===== config.mk =====
export PLATFORM = sky130hd
export DESIGN_NAME = openmips_intc_flat
export DESIGN_NICKNAME = d
export VERILOG_FILES = /design/src/rtl/openmips_intc_if.sv /design/src/rtl/openmips_intc.sv /design/src/flat_wrapper.sv
export SDC_FILE = /design/constraint.sdc
export NUM_CORES = 1
export LEC_CHECK = 0
export BUFFER_PORTS_ARGS = -buffer_cell sky130_fd_sc_hd__buf_2
export CAP_MARGIN = 5
export CORE_MARGIN = 1.5
export CORE_UTILIZATION = 44
export DETAILED_ROUTE_END_ITERATION = 6
export GPL_TIMING_DRIVEN = 1
export PLACE_DENSITY = 0.8
export SETUP_SLACK_MARGIN = 0.3
export SLEW_MARGIN = 20
export SYNTH_ARGS = -nofsm -noshare
export SYNTH_HDL_FRONTEND = slang
export SYNTH_SLANG_ARGS = --single-unit
export TNS_END_PERCENT = 5

===== constraint.sdc =====
create_clock -name clk -period 2 [get_ports clk]
set_clock_uncertainty 0.2 [all_clocks]
set_input_delay 0.2 -clock clk [delete_from_list [all_inputs] [get_ports clk]]
set_output_delay 0.2 -clock clk [all_outputs]
set_load 0.03 [all_outputs]

===== src/rtl/openmips_intc_if.sv =====
// openmips_intc_if
//   Core data-bus view of the interrupt controller. The core side (master)
//   drives the ram_* request fields and receives the read data and the
//   address-hit flag, which the core uses to choose between RAM and controller
//   read data.
//   ce_i    access enable          we_i    1 = write, 0 = read
//   addr_i  byte address           sel_i   byte-lane select
//   data_i  write data             data_o  read data (controller -> core)
//   hit_o   address hit in the register window (controller -> core)
interface openmips_intc_if;
   logic        ce_i;
   logic        we_i;
   logic [31:0] addr_i;
   logic [3:0]  sel_i;
   logic [31:0] data_i;
   logic [31:0] data_o;
   logic        hit_o;

   modport master (output ce_i, we_i, addr_i, sel_i, data_i,
                   input  data_o, hit_o);
   modport slave  (input  ce_i, we_i, addr_i, sel_i, data_i,
                   output data_o, hit_o);
endinterface


===== src/rtl/openmips_intc.sv =====
// openmips_intc
//   External interrupt controller placed in front of the OpenMIPS int_i port.
//   Each source is synchronised, normalised by polarity, turned into a pending
//   flag (level follows the line, edge latches until write-1-to-clear), masked
//   and registered onto int_o.
//   clk    system clock
//   rst    asynchronous reset, active-low
//   irq_i  raw asynchronous device lines
//   bus    register window on the core data bus (slave side)
//   int_o  registered requests, wired to int_i[NUM_SRC:1]
//   Register map (offset = addr[4:0]): 0x00 PEND (R/W1C), 0x04 MASK, 0x08 MODE
//   (1 = edge), 0x0C POL (1 = active-high), 0x10 STATUS = PEND & MASK (RO).

// One source: 2-flop synchroniser, polarity normalisation, pending flag.
module openmips_intc_lane (
   input  logic clk,
   input  logic rst,
   input  logic irq,
   input  logic pol,
   input  logic mode,
   input  logic w1c,
   output logic pend
);
   logic s1, s2, prev, act;

   assign act = s2 ~^ pol;

   always_ff @(posedge clk or negedge rst) begin
      if (!rst) begin
         s1   <= 1'b0;
         s2   <= 1'b0;
         prev <= 1'b0;
         pend <= 1'b0;
      end else begin
         s1   <= irq;
         s2   <= s1;
         prev <= act;
         if (mode) begin
            // a new edge beats a simultaneous software clear
            if (act && !prev)
               pend <= 1'b1;
            else if (w1c)
               pend <= 1'b0;
         end else begin
            pend <= act;
         end
      end
   end
endmodule

module openmips_intc #(
   parameter int          NUM_SRC   = 5,
   parameter logic [31:0] BASE_ADDR = 32'h1000_0000
) (
   input  logic               clk,
   input  logic               rst,
   input  logic [NUM_SRC-1:0] irq_i,
   openmips_intc_if.slave     bus,
   output logic [NUM_SRC-1:0] int_o
);
   localparam logic [4:0] OFF_PEND   = 5'h00;
   localparam logic [4:0] OFF_MASK   = 5'h04;
   localparam logic [4:0] OFF_MODE   = 5'h08;
   localparam logic [4:0] OFF_POL    = 5'h0C;
   localparam logic [4:0] OFF_STATUS = 5'h10;

   logic [NUM_SRC-1:0] pend, mask, mode, pol, w1c, wdata;
   logic [4:0]         off;
   logic               wr_en;
   logic [31:0]        rdata;

   // upper write-data bits and sel[3:1] carry nothing for this block
   logic unused_bits;
   assign unused_bits = ^{bus.data_i[31:NUM_SRC], bus.sel_i[3:1]};

   assign bus.hit_o = bus.ce_i & (bus.addr_i[31:5] == BASE_ADDR[31:5]);
   assign off       = bus.addr_i[4:0];
   assign wdata     = bus.data_i[NUM_SRC-1:0];
   assign wr_en     = bus.hit_o & bus.we_i & bus.sel_i[0];
   assign w1c       = (wr_en && off == OFF_PEND) ? wdata : '0;

   openmips_intc_lane u_lane [NUM_SRC-1:0] (
      .clk  (clk),
      .rst  (rst),
      .irq  (irq_i),
      .pol  (pol),
      .mode (mode),
      .w1c  (w1c),
      .pend (pend)
   );

   always_ff @(posedge clk or negedge rst) begin
      if (!rst) begin
         mask  <= '0;
         mode  <= '0;
         pol   <= '1;
         int_o <= '0;
      end else begin
         int_o <= pend & mask;
         if (wr_en) begin
            case (off)
               OFF_MASK: mask <= wdata;
               OFF_MODE: mode <= wdata;
               OFF_POL:  pol  <= wdata;
               default:  ;
            endcase
         end
      end
   end

   // zero-wait read; returns 0 whenever the core is not reading this window
   always_comb begin
      rdata = '0;
      if (bus.hit_o && !bus.we_i) begin
         case (off)
            OFF_PEND:   rdata[NUM_SRC-1:0] = pend;
            OFF_MASK:   rdata[NUM_SRC-1:0] = mask;
            OFF_MODE:   rdata[NUM_SRC-1:0] = mode;
            OFF_POL:    rdata[NUM_SRC-1:0] = pol;
            OFF_STATUS: rdata[NUM_SRC-1:0] = pend & mask;
            default:    rdata = '0;
         endcase
      end
   end

   assign bus.data_o = rdata;
endmodule


===== src/flat_wrapper.sv =====
// flat-port wrapper written by rule: the top's interface ports become plain ports
module openmips_intc_flat 
#(
   parameter int          NUM_SRC   = 5,
   parameter logic [31:0] BASE_ADDR = 32'h1000_0000
)
  (clk, rst, irq_i, int_o, bus_ce_i, bus_we_i, bus_addr_i, bus_sel_i, bus_data_i, bus_data_o, bus_hit_o);
  openmips_intc_if bus_i ();
  input  logic clk;
  input  logic rst;
  input  logic [NUM_SRC-1:0] irq_i;
  output logic [NUM_SRC-1:0] int_o;
  input wire logic [$bits(bus_i.ce_i)-1:0] bus_ce_i;
  input wire logic [$bits(bus_i.we_i)-1:0] bus_we_i;
  input wire logic [$bits(bus_i.addr_i)-1:0] bus_addr_i;
  input wire logic [$bits(bus_i.sel_i)-1:0] bus_sel_i;
  input wire logic [$bits(bus_i.data_i)-1:0] bus_data_i;
  output wire logic [$bits(bus_i.data_o)-1:0] bus_data_o;
  output wire logic [$bits(bus_i.hit_o)-1:0] bus_hit_o;
  assign bus_i.ce_i = bus_ce_i;
  assign bus_i.we_i = bus_we_i;
  assign bus_i.addr_i = bus_addr_i;
  assign bus_i.sel_i = bus_sel_i;
  assign bus_i.data_i = bus_data_i;
  assign bus_data_o = bus_i.data_o;
  assign bus_hit_o = bus_i.hit_o;
  openmips_intc #(.NUM_SRC(NUM_SRC), .BASE_ADDR(BASE_ADDR)) u_core (.clk(clk), .rst(rst), .irq_i(irq_i), .bus(bus_i), .int_o(int_o));
endmodule

==> results by group <==
Timing
  • Final worst slack: -187 ps
  • Max-slew violation count: 0
  • RSZ-0062 raised after global routing: true
  • Fin crit share: 109%
  • Final hold violations: 0
  • Setup violators final: 5
  • Achievable frequency: 457 MHz
  • Fin crit period: 2190 ps

Place
  • Routability cong.: 0.788
  • Hpwl dp: approximately 3000 um
  • Placed Cells: around 300
  • # port buffers: 57
  • Cell Area, Placed: 2440 um2

Critical path
  • Setup CP Type: input port to output port
  • Worst Path Buf+Inv: 2
  • Critical path arrival: 1790 ps
  • Crit-path slowest cell: or4_4
  • Setup crit end kind: output port
  • Worst-path cell chain: buf_6 > or4b_4 > or4_4 > a21oi_4 > buf_6
  • Worst path depth: 5
  • Max incr delay on CP: 650 ps
  • CP most frequent cell: buf_6
  • WP data required: 1600 ps
  • CP delay by family, top: simple AND/OR/NAND/NOR gates
  • CP Launch Type: input port
  • Max FO, Critical Path: 5
  • R2R depth: 3

Outcome
  • Status: finished, violations left
  • Violated checks: setup timing

Logic synthesis
  • Synth Area in Compound Gates: 6.87%
  • Ys flop type: dfrtp_1
  • Mapped Cells: 171
  • Avg Inst Size Synth: 11.8 um2
  • Post-synthesis xor/xnor area fraction: 2.17%
  • Asr flop ratio synth: between 90% and 100%
  • Top cells by count, synth: 35 x dfrtp_1, 27 x buf_4, 17 x nand2_1
  • #FFs+latches synth: 40
  • Largest family of logic cells by synthesized area: simple AND/OR/NAND/NOR gates
  • Mapped cell area: 2020 um2
  • Simple-gate area share of the yosys netlist: ~22%
  • Largest cells by area after synthesis: dfrtp_1 43%, buf_4 10%, mux2_1 8.4%
  • Yosys cell types: 29
  • Sequential fraction of the synthesis area: 49.8%
  • Leading area contributor after synthesis: dfrtp_1
  • Most common cell in the synthesized netlist: dfrtp_1
  • Mux cell area share after synthesis: 8.35%
  • Yosys top cell area share: 43.3%
  • YS warnings: 0
  • Post-synth EDFFs: 0
  • Synth Area in Adders: 0%

Route
  • Vias post-DR: ~1.5k
  • First-pass DRT Iterations: 4
  • Met2 routed WL: 2110 um
  • Metal-1 WL: 1820 um
  • Final ANT Viol Nets: 0
  • Highest routed layer: met4
  • Drt total wl: 4340 um
  • Met3 WL: 334 um
  • DRC: 0
  • Average wire per standard cell: 14.0 um
  • Vias per cell: 4.94
  • Iter 0 DRT Violations: 51

Floorplan
  • Die Wd: 70.8 um
  • Initial Utilization: 46.1%
  • Rows: 24
  • Ports: 115
  • Core area: 4380 um2
  • Die area: 5010 um2
  • Die height: a little over 70 um

Layout
  • Design Area, Final: 2740 um2
  • Fillers: 354
  • Area Growth Syn to Fin: 35.6%
  • Ant diodes: 0
  • Nets: approximately 340
  • Final std cells w/o fill: around 310
  • Share of cells above drive strength 1: 40.2%

Clocking
  • Worst-path clk slew: 70 ps
  • CTS root buf: clkbuf_8
  • TritonCTS clock tree: yes
  • Htree depth: 2
  • CTS buffer count: 5
  • Worst skew pair latency: 290 ps
  • Maximum clock path buffer count: 2
  • Clock sink count: 40

Run
  • Maxcap violations: 0

Hold path
  • Hold Crit Depth: 0
  • Hold Path Class: flop to flop

GRT
  • Vias in the first global route: 1492
  • All-layer global routing usage: 18.1%
  • Total gr overflow: 0
  • Initial antenna violation count: 0
  • Pin count of the biggest net entering global routing: 41
  • First-pass GRT wire length: 6950 um

Pwr
  • Worst VDD drop: 0.415 mV
  • Pwr Total: 1620 uW
  • Total leakage power: about 0.0013 uW
  • Pwr dens: 591 nW/um2
-- kinds of logic after synthesis --
group / Yosys count
flops: 40
other cells: 1
compound gates: 21
buf+inv: 29
simple gates: 60
mux: 15
xor+xnor: 5
-- layout by cell type (no fill, tap or decap), types with 6 or more instances in the layout --
cell           instances
and2_1                 6
buf_2                 46
buf_4                 17
buf_6                 10
clkbuf_8               7
conb_1                27
dfrtp_1               35
dlygate4sd3_1         11
mux2_1                15
nand2_1               17
nand3b_1               6
nor3_1                 7
-- routing by layer --
| layer | track usage (%) | up-vias |
|---|---|---|
| met5 | 0 | - |
| met2 | 30.6 | 70 |
| li1 | - | 731 |
| met3 | 5.13 | 8 |
| met1 | 21.9 | 727 |
| met4 | 6.71 | 0 |
-- registers in the layout, indices dropped and copies added, names as in the netlist --
| register | count |
|---|---|
| u_core.mask | 5 |
| u_core.u_lane.s1 | 5 |
| u_core.u_lane.s2 | 5 |
| u_core.mode | 5 |
| u_core.int_o | 5 |
| u_core.u_lane.pend | 5 |
| u_core.u_lane.prev | 5 |
| u_core.pol | 5 |
-- area by class of cell --
class,count,area [um2],share of cell area [%]
timing repair buffer,84,581,21.2
sequential,40,1010,36.7
tap,52,65.1,2.37
clock buffer,7,96.3,3.51
multi-input combinational,128,993,36.2
-- where the power goes --
group / total (uW) / switching, uW / internal, uW
sequential: 839 / 8.93 / 830
clock: 562 / 255 / 307
combinational: 220 / 139 / 80.9
-- stage by stage --
step | hold WS [ps] | utilization (%) | setup TNS [ps] | setup slack (ps)
CTS | 153 | 62.0 | -731 | -160
global route | 160 | 62.6 | -977 | -204
floorplan | -296 | - | -33.3 | -6.66
global placement | 79.1 | 55.6 | -2430 | -269
finish | 150 | 62.6 | -858 | -187
detailed placement | 82.3 | 55.6 | -2360 | -273
-- timing repair --
item	in CTS	in global routing
pin swaps	6	2
gates resized for setup	17	3
setup endpoints to repair	21	23
buffers inserted	0	1
endpoints found under the hold margin	55	0
cloned	0	0
hold buffers	11	0
-- worst paths after layout --
kind                                startpoint               endpoint  slack, ps
min                        u_core.u_lane[4].s1    u_core.u_lane[4].s2        150
max reg2reg                      u_core.pol[0]  u_core.u_lane[0].pend        880
min in group asynchronous                  rst    u_core.u_lane[1].s1        280
min reg2reg                u_core.u_lane[4].s1    u_core.u_lane[4].s2        150
max                             bus_addr_i[30]          bus_data_o[0]       -190
max in group asynchronous                  rst          u_core.pol[4]        950
(Power assumes the default switching activity.)
